<file path="config.mk">
export PLATFORM = sky130hd
export DESIGN_NAME = rr_arbiter4_flat
export DESIGN_NICKNAME = d
export VERILOG_FILES = /design/src/rtl/rr_arbiter4_pkg.sv /design/src/rtl/rr_arbiter4_if.sv /design/src/rtl/rr_arbiter4_prienc4_rot.sv /design/src/rtl/rr_arbiter4.sv /design/src/flat_wrapper.sv
export SDC_FILE = /design/constraint.sdc
export NUM_CORES = 1
export LEC_CHECK = 0
export CELL_PAD_IN_SITES_DETAIL_PLACEMENT = 0
export CELL_PAD_IN_SITES_GLOBAL_PLACEMENT = 1
export CORE_AREA = 2 2 56 58
export CTS_CLUSTER_SIZE = 28
export DETAILED_ROUTE_END_ITERATION = 10
export DIE_AREA = 0 0 58 60
export GPL_TIMING_DRIVEN = 0
export PLACE_DENSITY_LB_ADDON = 0.1
export SKIP_CTS_REPAIR_TIMING = 1
export SLEW_MARGIN = 20
export SYNTH_ARGS = -nofsm -noshare
export SYNTH_HDL_FRONTEND = slang
export SYNTH_SLANG_ARGS = --single-unit
export TNS_END_PERCENT = 5
</file>
<file path="constraint.sdc">
create_clock -name clk -period 2.3 [get_ports clk]
set_input_delay 0.46 -clock clk [delete_from_list [all_inputs] [get_ports clk]]
set_output_delay 0.46 -clock clk [all_outputs]
set_load 0.01 [all_outputs]
</file>
<file path="src/rtl/rr_arbiter4_pkg.sv">
// Shared types and constants for the 4-requester round-robin arbiter.
package rr_arbiter4_pkg;

   localparam int unsigned N_REQ = 4;

   typedef enum logic {
      ST_IDLE  = 1'b0,
      ST_GRANT = 1'b1
   } state_e;

   // Binary requester index to one-hot grant vector.
   function automatic logic [N_REQ-1:0] onehot4(input logic [1:0] idx);
      logic [N_REQ-1:0] v;
      v      = '0;
      v[idx] = 1'b1;
      return v;
   endfunction

endpackage

</file>
<file path="src/rtl/rr_arbiter4_if.sv">
// Request/grant bundle between the requesters and the arbiter.
// slave = arbiter side (serves requests), master = requester side.
interface rr_arbiter4_if;
   import rr_arbiter4_pkg::*;

   logic [N_REQ-1:0] req;
   logic             done;
   logic [N_REQ-1:0] gnt;
   logic [1:0]       gnt_id;
   logic             gnt_valid;
   logic             timeout;

   modport master (
      output req, done,
      input  gnt, gnt_id, gnt_valid, timeout
   );

   modport slave (
      input  req, done,
      output gnt, gnt_id, gnt_valid, timeout
   );

endinterface

</file>
<file path="src/rtl/rr_arbiter4_prienc4_rot.sv">
// Rotating-priority encoder: the first set request bit scanning i_ptr, i_ptr+1, ... (mod 4)
// wins. Rotate the request down by i_ptr, take the lowest set bit, rotate the index back.
module prienc4_rot
   import rr_arbiter4_pkg::*;
(
   input  logic [N_REQ-1:0] i_req,
   input  logic [1:0]       i_ptr,
   output logic [1:0]       o_idx,
   output logic             o_any
);

   logic [N_REQ-1:0] w_rot;
   logic [1:0]       w_src;
   logic [1:0]       w_enc;

   // Rotate, encode lowest set bit, unrotate.
   always_comb begin
      w_rot = '0;
      w_src = '0;
      w_enc = '0;
      for (int i = 0; i < N_REQ; i++) begin
         w_src    = 2'(i) + i_ptr;
         w_rot[i] = i_req[w_src];
      end
      // Scan downward so the lowest set bit is the last one written.
      for (int i = N_REQ - 1; i >= 0; i--) begin
         if (w_rot[i]) begin
            w_enc = 2'(i);
         end
      end
      o_any = |w_rot;
      o_idx = w_enc + i_ptr;
   end

endmodule

</file>
<file path="src/rtl/rr_arbiter4.sv">
// 4-requester round-robin arbiter. A grant is held until the owner signals done, drops its
// request, or holds it for MAX_HOLD cycles; on release the owner drops to lowest priority and
// arbitration happens in the same edge so back-to-back grants have no idle bubble.
module rr_arbiter4
   import rr_arbiter4_pkg::*;
#(
   parameter int unsigned MAX_HOLD = 16,  // 2..255
   parameter int unsigned CW       = 8    // 2**CW > MAX_HOLD
) (
   input  logic         clk,
   input  logic         rst,
   rr_arbiter4_if.slave arb
);

   localparam logic [CW-1:0] MAX_HOLD_CNT = CW'(MAX_HOLD);

   state_e           r_state,  w_state_d;
   logic [1:0]       r_ptr,    w_ptr_d;
   logic [CW-1:0]    r_cnt,    w_cnt_d;
   logic [N_REQ-1:0] r_gnt,    w_gnt_d;
   logic [1:0]       r_gnt_id, w_gnt_id_d;
   logic             r_timeout, w_timeout_d;

   logic [1:0]       w_arb_ptr;
   logic [1:0]       w_win_idx;
   logic             w_win_any;
   logic             w_owner_req;
   logic             w_at_limit;
   logic             w_release;

   // While granted, arbitrate as if the owner were already released so the new pointer
   // takes effect in the release edge itself.
   always_comb begin
      w_arb_ptr = (r_state == ST_GRANT) ? r_gnt_id + 2'd1 : r_ptr;
   end

   prienc4_rot u_prienc (
      .i_req (arb.req),
      .i_ptr (w_arb_ptr),
      .o_idx (w_win_idx),
      .o_any (w_win_any)
   );

   // Next-state, pointer, hold counter and grant outputs.
   always_comb begin
      w_state_d   = r_state;
      w_ptr_d     = r_ptr;
      w_cnt_d     = r_cnt;
      w_gnt_d     = r_gnt;
      w_gnt_id_d  = r_gnt_id;
      w_timeout_d = 1'b0;

      w_owner_req = arb.req[r_gnt_id];
      w_at_limit  = (r_cnt == MAX_HOLD_CNT);
      w_release   = arb.done | ~w_owner_req | w_at_limit;

      unique case (r_state)
         ST_IDLE: begin
            if (w_win_any) begin
               w_state_d  = ST_GRANT;
               w_gnt_d    = onehot4(w_win_idx);
               w_gnt_id_d = w_win_idx;
               w_cnt_d    = CW'(1);
            end
         end
         ST_GRANT: begin
            if (w_release) begin
               // Timeout is reported only when done and abandon did not already release.
               w_timeout_d = ~arb.done & w_owner_req & w_at_limit;
               w_ptr_d     = r_gnt_id + 2'd1;
               if (w_win_any) begin
                  w_gnt_d    = onehot4(w_win_idx);
                  w_gnt_id_d = w_win_idx;
                  w_cnt_d    = CW'(1);
               end else begin
                  w_state_d = ST_IDLE;
                  w_gnt_d   = '0;
                  w_cnt_d   = '0;
               end
            end else if (r_cnt != MAX_HOLD_CNT) begin
               w_cnt_d = r_cnt + CW'(1);
            end
         end
         default: begin
            w_state_d = ST_IDLE;
            w_gnt_d   = '0;
         end
      endcase
   end

   // State and output registers with synchronous reset.
   always_ff @(posedge clk) begin
      if (rst) begin
         r_state   <= ST_IDLE;
         r_ptr     <= '0;
         r_cnt     <= '0;
         r_gnt     <= '0;
         r_gnt_id  <= '0;
         r_timeout <= 1'b0;
      end else begin
         r_state   <= w_state_d;
         r_ptr     <= w_ptr_d;
         r_cnt     <= w_cnt_d;
         r_gnt     <= w_gnt_d;
         r_gnt_id  <= w_gnt_id_d;
         r_timeout <= w_timeout_d;
      end
   end

   assign arb.gnt       = r_gnt;
   assign arb.gnt_id    = r_gnt_id;
   assign arb.gnt_valid = |r_gnt;
   assign arb.timeout   = r_timeout;

endmodule

</file>
<file path="src/flat_wrapper.sv">
// flat-port wrapper written by rule: the top's interface ports become plain ports
module rr_arbiter4_flat import rr_arbiter4_pkg::*;
#(
   parameter int unsigned MAX_HOLD = 16,           
   parameter int unsigned CW       = 8                       
)
  (clk, rst, arb_req, arb_done, arb_gnt, arb_gnt_id, arb_gnt_valid, arb_timeout);
  rr_arbiter4_if arb_i ();
  input  logic clk;
  input  logic rst;
  input wire logic [$bits(arb_i.req)-1:0] arb_req;
  input wire logic [$bits(arb_i.done)-1:0] arb_done;
  output wire logic [$bits(arb_i.gnt)-1:0] arb_gnt;
  output wire logic [$bits(arb_i.gnt_id)-1:0] arb_gnt_id;
  output wire logic [$bits(arb_i.gnt_valid)-1:0] arb_gnt_valid;
  output wire logic [$bits(arb_i.timeout)-1:0] arb_timeout;
  assign arb_i.req = arb_req;
  assign arb_i.done = arb_done;
  assign arb_gnt = arb_i.gnt;
  assign arb_gnt_id = arb_i.gnt_id;
  assign arb_gnt_valid = arb_i.gnt_valid;
  assign arb_timeout = arb_i.timeout;
  rr_arbiter4 #(.MAX_HOLD(MAX_HOLD), .CW(CW)) u_core (.clk(clk), .rst(rst), .arb(arb_i));
endmodule
</file>
==> reports/qor.yml <==
outcome: "completed"
synth_seq_area_share: 0.327
hold_ws_ps: 488
nets: 166
criticalPathCategory: "primary input to flip-flop"
max_stage_delay_ps: 440
timing.final.max_slew_violations: 0
grt_pass1_wl_um: 4170
cp.arrival_ps: 2450
layout-drive-gt1-share: 0.232
fin_crit_sh: 0.976
grt_usage: 0.155
core_area_mm2: 0.00290
r2r_slack_ps: 130
drt.antenna.violating_nets: 0
die_w_um: 58
netlist-cell-type-count: 42
cts_tree: "done"
place.port_buffers: 12
drc: 0
netlist_area_mm2: 0.00110
overflow: 0
max_cap_viol_count: 0
rows: 20
power_density_mw_per_mm2: 868
dieArea_mm2: 0.00348
cp_max_fo: 6
grt_max_degree: 11
multi_input_area_um2: 746
first_pass_iters: 4
power_mw: 1.27
ys_ff_latch: 18
final_hold_viol_count: 0
yosysTopAreaCell: "dfxtp_1"
viasPerCell: 5.46
post-route-min-period_ps: 2240
synthCells: 132
via_count: 1026
gp_congestion: 0.729
register_area_um2: 365
wire_per_inst_um: 13.2
clkTransAtPathRegs_ps: 110
final-setup-viol-count: 0
grt_pass1_vias: 879
antenna_cells: 0
fin_util: 0.502
antenna_found_initial: 0
yosysMostFrequentCell: "nor2_1"
max_freq_mhz: 446
synthTopCellsByArea: "dfxtp_1 33%, nor2_1 6.5%, a21oi_1 5.5%, nand3b_1 4.1%, o21ai_0 3.6%"
leakage_nw: 0.566
insertion_delay_ps: 290
cp-end-kind: "flip-flop"
ys_warn_count: 0
rsz0062_at_grt: "true"
totalWireLength_um: 2490
io_pins: 15
avgSynthCellArea_um2: 8.34
cts_made_buffers: 3
stdcell_area_mm2: 0.00146
crit_path_start_kind: "primary input"
synthTopCellsByCount: "19 x nor2_1, 18 x dfxtp_1, 12 x a21oi_1"
dpl.hpwl_um: 1760
fill_cells: 290
dpl_cell_area_mm2: 0.00126
max-vdd-ir-drop_mv: 0.392
hold_class: "flip-flop to flip-flop"
cp.required_ps: 2500
syn_nets: 142
setup_tns_ps: 0
cp_cell_sequence: "clkdlybuf4s50_1 > buf_6 > buf_12 > or3_1 > a21oi_2 > a31oi_1 > o311ai_2 > xnor2_2 > buf_4 > o2bb2ai_1"
area_growth_pct: 32.4
worst-slew-pin-transition_ps: 531
async_reset_ff_frac: 0
initialDrtViolationCount: 68
final_cells: 188
dp.cells: 177
cp_top_family: "buffers and inverters"
critPathSlowestCell: "clkdlybuf4s50_1"
pre_cts_ws_ps: -502
synth_edf_count: 0
cts_buffer_depth: 2
synth.top_cell.area_share: 0.327
fin_ws_ps: 56.3
initial_core_util: 0.379
synth_flop_cell: "dfxtp_1"
slew_headroom: 0.643
cts_root_buf: "clkbuf_4"
path_buf_inv: 4
fp.dieH_um: 60
clock_skew_ps: 9.35
h-tree-depth: 1
clkSinkCount: 18
-- report_power, final --
group          internal, mW  switching [mW]
Clock                0.0964           0.101
Combinational         0.365           0.276
Sequential            0.369          0.0581
-- kinds of logic after synthesis --
kind of cell    synth area share
buf+inv                   0.0557
xor+xnor                  0.0239
mux                       0.0705
fa+ha+maj                 0.0341
compound gates             0.192
flops                      0.327
simple gates               0.297
-- cell usage in the layout (no fill, tap or decap), drive strengths merged, types with 4 or more instances in the layout --
cell           synthesis  final
nor2                  20     20
nand3b                 7      7
and3                   4      4
mux2i                  4      4
nand2                  7      7
clkbuf                 3      7
o21ai                  8      8
buf                    6     13
dfxtp                 18     18
a21oi                 12     12
clkdlybuf4s50          0     10
-- path summary, 6_finish.rpt --
check                            start                end  cells after the start
setup / recovery            arb_req[1]  u_core.arb.gnt[2]                     10
hold reg to reg      u_core.arb.gnt[2]  u_core.arb.gnt[2]                      1
setup reg to reg  u_core.arb.gnt_id[0]  u_core.arb.gnt[2]                     12
hold / removal       u_core.arb.gnt[2]  u_core.arb.gnt[2]                      1
-- flip-flops by register name (all words and copies together) (netlist names) --
name,flops
u_core.arb.gnt,4
u_core.arb.gnt_id,2
u_core.r_ptr,2
u_core.arb.timeout,1
u_core.r_state,1
u_core.r_cnt,8
-- cell type report --
type | instances | share of cell area
Tap cell | 33 | 0.0283
Sequential cell | 18 | 0.251
Multi-Input combinational cell | 102 | 0.512
Clock buffer | 4 | 0.0249
Timing Repair Buffer | 19 | 0.130
Buffer | 9 | 0.0464
Inverter | 3 | 0.00773
-- per-layer routing --
metal  GRT usage  vias to the layer above  share of wire
met4      0.0598                        0         0.0080
met1       0.206                      480           0.49
met5           0                        -              0
met2       0.253                       17           0.47
li1            -                      527              -
met3      0.0260                        2          0.031
(Power assumes the default switching activity.)
